## config.mk

```make
export PLATFORM = sky130hd
export DESIGN_NAME = fetch_stage
export DESIGN_NICKNAME = d
export VERILOG_FILES = /design/src/rtl/fetch_stage_pkg.sv /design/src/rtl/fetch_next_pc.sv /design/src/rtl/fetch_stage.sv
export SDC_FILE = /design/constraint.sdc
export NUM_CORES = 1
export LEC_CHECK = 0
export ABC_AREA = 1
export CORE_MARGIN = 2
export CORE_UTILIZATION = 49
export CTS_BUF_LIST = sky130_fd_sc_hd__clkbuf_4 sky130_fd_sc_hd__clkbuf_8
export CTS_CLUSTER_DIAMETER = 60
export DETAILED_ROUTE_END_ITERATION = 10
export PLACE_DENSITY = 0.94
export SYNTH_ARGS = -nofsm -noshare
export SYNTH_HDL_FRONTEND = slang
export SYNTH_SLANG_ARGS = --single-unit
```

## constraint.sdc

```tcl
create_clock -name CLK -period 2 [get_ports CLK]
set_input_delay 0.4 -clock CLK [delete_from_list [all_inputs] [get_ports CLK]]
set_output_delay 0.4 -clock CLK [all_outputs]
set_load 0.02 [all_outputs]
```

## src/rtl/fetch_stage_pkg.sv

```systemverilog
// Shared definitions for the instruction-fetch stage.
// State encoding, NOP word and opcode field bounds.
package fetch_stage_pkg;

    typedef enum logic [1:0] {
        ST_RUN   = 2'd0,
        ST_STALL = 2'd1,
        ST_HALT  = 2'd2
    } fetch_state_e;

    localparam logic [31:0] NOP_WORD        = 32'h0000_0000;
    localparam logic [5:0]  HALT_OPCODE_DEF = 6'h3F;
    localparam int unsigned OPC_HI          = 31;
    localparam int unsigned OPC_LO          = 26;
    localparam logic [31:0] PC_STEP         = 32'd4;

endpackage

```

## src/rtl/fetch_next_pc.sv

```systemverilog
// Next-PC select for the fetch stage.
// Chooses redirect target, PC+4 or hold.
module fetch_next_pc
    import fetch_stage_pkg::*;
(
    input  logic [31:0] pc_i,
    input  logic        redirect_i,
    input  logic [31:0] redirect_pc_i,
    input  logic        advance_i,
    output logic [31:0] pc_plus4_o,
    output logic [31:0] pc_next_o
);

    // Low target bits are forced to word alignment.
    logic unused_tgt_lsb;
    assign unused_tgt_lsb = ^redirect_pc_i[1:0];

    assign pc_plus4_o = pc_i + PC_STEP;

    // Redirect beats advance, otherwise hold the current PC.
    always_comb begin
        pc_next_o = pc_i;
        if (redirect_i) begin
            pc_next_o = {redirect_pc_i[31:2], 2'b00};
        end else if (advance_i) begin
            pc_next_o = pc_plus4_o;
        end
    end

endmodule

```

## src/rtl/fetch_stage.sv

```systemverilog
// Instruction-fetch stage: PC, IF/ID register, stall/redirect/halt.
// Priority per cycle: reset, redirect, stall, normal fetch.
module fetch_stage
    import fetch_stage_pkg::*;
#(
    parameter logic [31:0] RESET_PC    = 32'h0000_0000,
    parameter logic [5:0]  HALT_OPCODE = HALT_OPCODE_DEF,
    parameter int unsigned COUNT_W     = 16
) (
    input  logic               CLK,
    input  logic               RST,
    output logic [31:0]        imem_addr,
    input  logic [31:0]        imem_data,
    input  logic               stall_i,
    input  logic               redirect_i,
    input  logic [31:0]        redirect_pc_i,
    output logic [31:0]        id_ins,
    output logic [31:0]        id_pc4,
    output logic               id_valid,
    output logic               halted,
    output logic [COUNT_W-1:0] fetch_count,
    output logic [COUNT_W-1:0] stall_count
);

    fetch_state_e        state_q;
    logic [31:0]         pc_q;
    logic [31:0]         pc_d;
    logic [31:0]         pc_plus4;
    logic [31:0]         ins_q;
    logic [31:0]         pc4_q;
    logic                valid_q;
    logic [COUNT_W-1:0]  fcnt_q;
    logic [COUNT_W-1:0]  scnt_q;

    logic                is_halt_word;
    logic                fetch_en;
    logic                advance;

    assign is_halt_word = (imem_data[OPC_HI:OPC_LO] == HALT_OPCODE);

    // A word is latched only outside HALT, with no stall and no redirect.
    assign fetch_en = !redirect_i && !stall_i && (state_q != ST_HALT);
    assign advance  = fetch_en && !is_halt_word;

    fetch_next_pc u_next_pc (
        .pc_i          (pc_q),
        .redirect_i    (redirect_i),
        .redirect_pc_i (redirect_pc_i),
        .advance_i     (advance),
        .pc_plus4_o    (pc_plus4),
        .pc_next_o     (pc_d)
    );

    // FSM, IF/ID register and saturating counters.
    always_ff @(posedge CLK) begin
        if (RST) begin
            state_q <= ST_RUN;
            pc_q    <= RESET_PC;
            ins_q   <= NOP_WORD;
            pc4_q   <= 32'h0;
            valid_q <= 1'b0;
            fcnt_q  <= '0;
            scnt_q  <= '0;
        end else begin
            pc_q <= pc_d;
            if (redirect_i) begin
                state_q <= ST_RUN;
                ins_q   <= NOP_WORD;
                pc4_q   <= 32'h0;
                valid_q <= 1'b0;
            end else begin
                unique case (state_q)
                    ST_RUN, ST_STALL: begin
                        if (stall_i) begin
                            state_q <= ST_STALL;
                            if (scnt_q != '1) begin
                                scnt_q <= scnt_q + 1'b1;
                            end
                        end else begin
                            ins_q   <= imem_data;
                            pc4_q   <= pc_plus4;
                            valid_q <= 1'b1;
                            if (fcnt_q != '1) begin
                                fcnt_q <= fcnt_q + 1'b1;
                            end
                            state_q <= is_halt_word ? ST_HALT : ST_RUN;
                        end
                    end
                    ST_HALT: begin
                        ins_q   <= NOP_WORD;
                        valid_q <= 1'b0;
                    end
                    default: begin
                        state_q <= ST_RUN;
                    end
                endcase
            end
        end
    end

    assign imem_addr   = pc_q;
    assign id_ins      = ins_q;
    assign id_pc4      = pc4_q;
    assign id_valid    = valid_q;
    assign halted      = (state_q == ST_HALT);
    assign fetch_count = fcnt_q;
    assign stall_count = scnt_q;

endmodule

```

==> impl_metrics.json <==
{
  "synth_top_family_by_area": "simple AND/OR/NAND/NOR gates",
  "crit_start": "stall_count[2]$_SDFFE_PP0P_",
  "cts_tree": "yes",
  "cts_root_buffer": "clkbuf_8",
  "max-clock-path-buffers": 2,
  "r2r-start": "stall_count[1]$_SDFFE_PP0P_",
  "cts.hold.buffers_added": 0,
  "dieArea_um2": 14000,
  "cts_buffers": 17,
  "drt_iter0_markers": 558,
  "r2r_slack_ps": 200,
  "synth-adder-area-share_pct": 0.586,
  "areaGrowthSynthToFinish_pct": 41.1,
  "post_cts_buffers": 0,
  "io_buffers": 191,
  "hold_viol_final": 0,
  "synth_seq_cells": 127,
  "min_path_type": "input pin to flop",
  "avgSynthCellArea_um2": 6.53,
  "p_per_area_nw_per_um2": 651,
  "synthCells": 981,
  "synth_cell_type_count": 33,
  "antenna_found_initial": 0,
  "slew_violations": 0,
  "die_h_um": 118,
  "synth-main-ff-cell": "dfxtp_1",
  "netlist_area_um2": 6400,
  "critPathKind": "flop to output pin",
  "yosys-top-cells-area": "dfxtp_1 (40%), nand2_1 (19%), nor2_1 (7.6%)",
  "hp-start": "RST",
  "finClkSkew_ps": 11.0,
  "regArea_um2": 2540,
  "synth_compound_area_share_pct": 10.9,
  "htree_levels": 4,
  "synth-xor-area-share_pct": 4.38,
  "synth.most_common_cell": "nand2_1",
  "dr.pass1.iters": 5,
  "worstPathBufferInverterCount": 1,
  "multi_input_area_um2": 3300,
  "period_share_pct": 97.4,
  "grt_setup_unrepaired": "no",
  "grt_pass1_vias": 6532,
  "relSlewSlack_pct": 65.8,
  "p_leak_uw": 0.00397,
  "cts_sinks": 127,
  "synth-edff-count": 0,
  "groute.usage.overall_pct": 27.3,
  "vias": 6961,
  "irDropWorstVdd_mv": 0.446,
  "cp.arrival_ps": 1550,
  "clk_latency_ps": 440,
  "placementRows": 41,
  "cp.required_ps": 1600,
  "drive_above_1_share_pct": 7.47,
  "nNetsFinal": 1251,
  "tightest_slew_ps": 512,
  "dp_cells": 1333,
  "cp-end-kind": "output pin",
  "fin_ws_ps": 51.5,
  "slowest_stage": "clkdlybuf4s50_1",
  "synth_top_area_share_pct": 39.7,
  "cap_violations": 0,
  "detail-route-antenna-nets": 0,
  "grt_overflow": 0,
  "fp.coreArea_um2": 12700,
  "critPathLaunchType": "flop",
  "slowest_delay_ps": 650,
  "ios": 198,
  "synth-simple-area-share_pct": 35.3,
  "ys_top_cells_by_count": "nand2_1 (322), nor2_1 (130), dfxtp_1 (127)",
  "fin_cells": 1364,
  "final_util_pct": 71.3,
  "synth_top_cell_by_area": "dfxtp_1",
  "gp_congestion": 0.949,
  "via_per_inst": 5.10,
  "start_util_pct": 50.5,
  "clk_pin_slew_ps": 70,
  "wl_per_cell_um": 14.1,
  "grt_pass1_wl_mm": 31.0,
  "synth_mux_area_share_pct": 0,
  "setup_viol": 0,
  "drc": 0,
  "synth_seq_area_share_pct": 39.7,
  "n_fill_cell": 1019,
  "async_reset_ff_share_pct": 0,
  "yosys_warnings": 0,
  "fmax_ghz": 0.513,
  "drt_wl_total_mm": 19.3,
  "n_antenna_cell": 0,
  "status": "complete, no violations",
  "cp_cell_sequence": "clkdlybuf4s50_1",
  "cp_top_family": "buffers and inverters",
  "die_x_um": 118,
  "total_power_uw": 5880,
  "grt_max_degree": 44,
  "critPathMaxFanout": 6,
  "dp_slack_ps": -80.2,
  "fin_crit_ps": 1950,
  "dp_hpwl_mm": 14.1
}
## per-stage QoR
step / instance area (µm²) / TNS (ps) / hold slack (ps)
final: 9030 / 0 / 324
after global routing: 9030 / 0 / 317
after floorplan: 6410 / 0 / 510
after CTS: 9000 / 0 / 306
after global placement: 8590 / -118 / 447
after detailed placement: 8590 / -894 / 453
## path summary, 6_finish.rpt
kind,endpoint,cells after the start
setup / recovery,stall_count[2],1
hold / removal,fetch_count[13]$_SDFFE_PP0P_,2
setup reg to reg,stall_count[13]$_SDFFE_PP0P_,10
hold reg to reg,id_ins[18]$_SDFFE_PP0P_,2
## per-layer routing
layer  share of wire, %  up-vias  track usage (%)
li1                   -     3470                -
met1                 41     3170             32.4
met2                 47      280             46.0
met3                9.1       41             7.72
met4                3.0        0             11.7
met5                  0        -                0
## cells by family (layout without fill, tap and decap cells)
| kind of cell | Yosys count | after routing |
|---|---|---|
| other | 1 | 4 |
| xor gates and xnor gates | 32 | 32 |
| DFF | 127 | 127 |
| buffers and inverters | 139 | 347 |
| and+or+nand+nor | 545 | 545 |
| adders and majority gates | 3 | 3 |
| AOI/OAI and AO/OA | 134 | 134 |
## area by class of cell
cell class                      instances  area share (%)
Timing Repair Buffer                  217            24.3
Tap cell                              172            2.38
Sequential cell                       127            28.2
Clock buffer                           26            3.69
Clock inverter                          5           0.859
Multi-Input combinational cell        718            36.5
Inverter                               99            4.12
## sequential cells by signal, summed over array words and instances (netlist names)
register	count
state_q	2
fetch_count	16
stall_count	16
id_ins	32
id_valid	1
id_pc4	30
imem_addr	30
## power breakdown
| part | switching [µW] | internal (µW) |
|---|---|---|
| combinational | 483 | 409 |
| sequential | 86.9 | 2620 |
| clock | 960 | 1320 |
## layout by cell type (no fill, tap or decap), types with 7 or more instances in the layout
| master | instances |
|---|---|
| a21oi_1 | 86 |
| buf_4 | 21 |
| clkbuf_8 | 22 |
| clkdlybuf4s50_1 | 178 |
| dfxtp_1 | 127 |
| dlymetal6s2s_1 | 11 |
| inv_1 | 92 |
| inv_2 | 7 |
| nand2_1 | 322 |
| nand3_1 | 56 |
| nand3b_1 | 7 |
| nor2_1 | 128 |
| nor2_2 | 11 |
| o21ai_0 | 36 |
| xnor2_1 | 15 |
| xor2_1 | 17 |
## timing repair
action,4_1_cts,5_1_grt
setup endpoints to repair,1,11
resized for setup,1,11
hold endpoints to repair,0,0
cloned,0,0
Note: power is estimated with default switching activity, not from simulation.
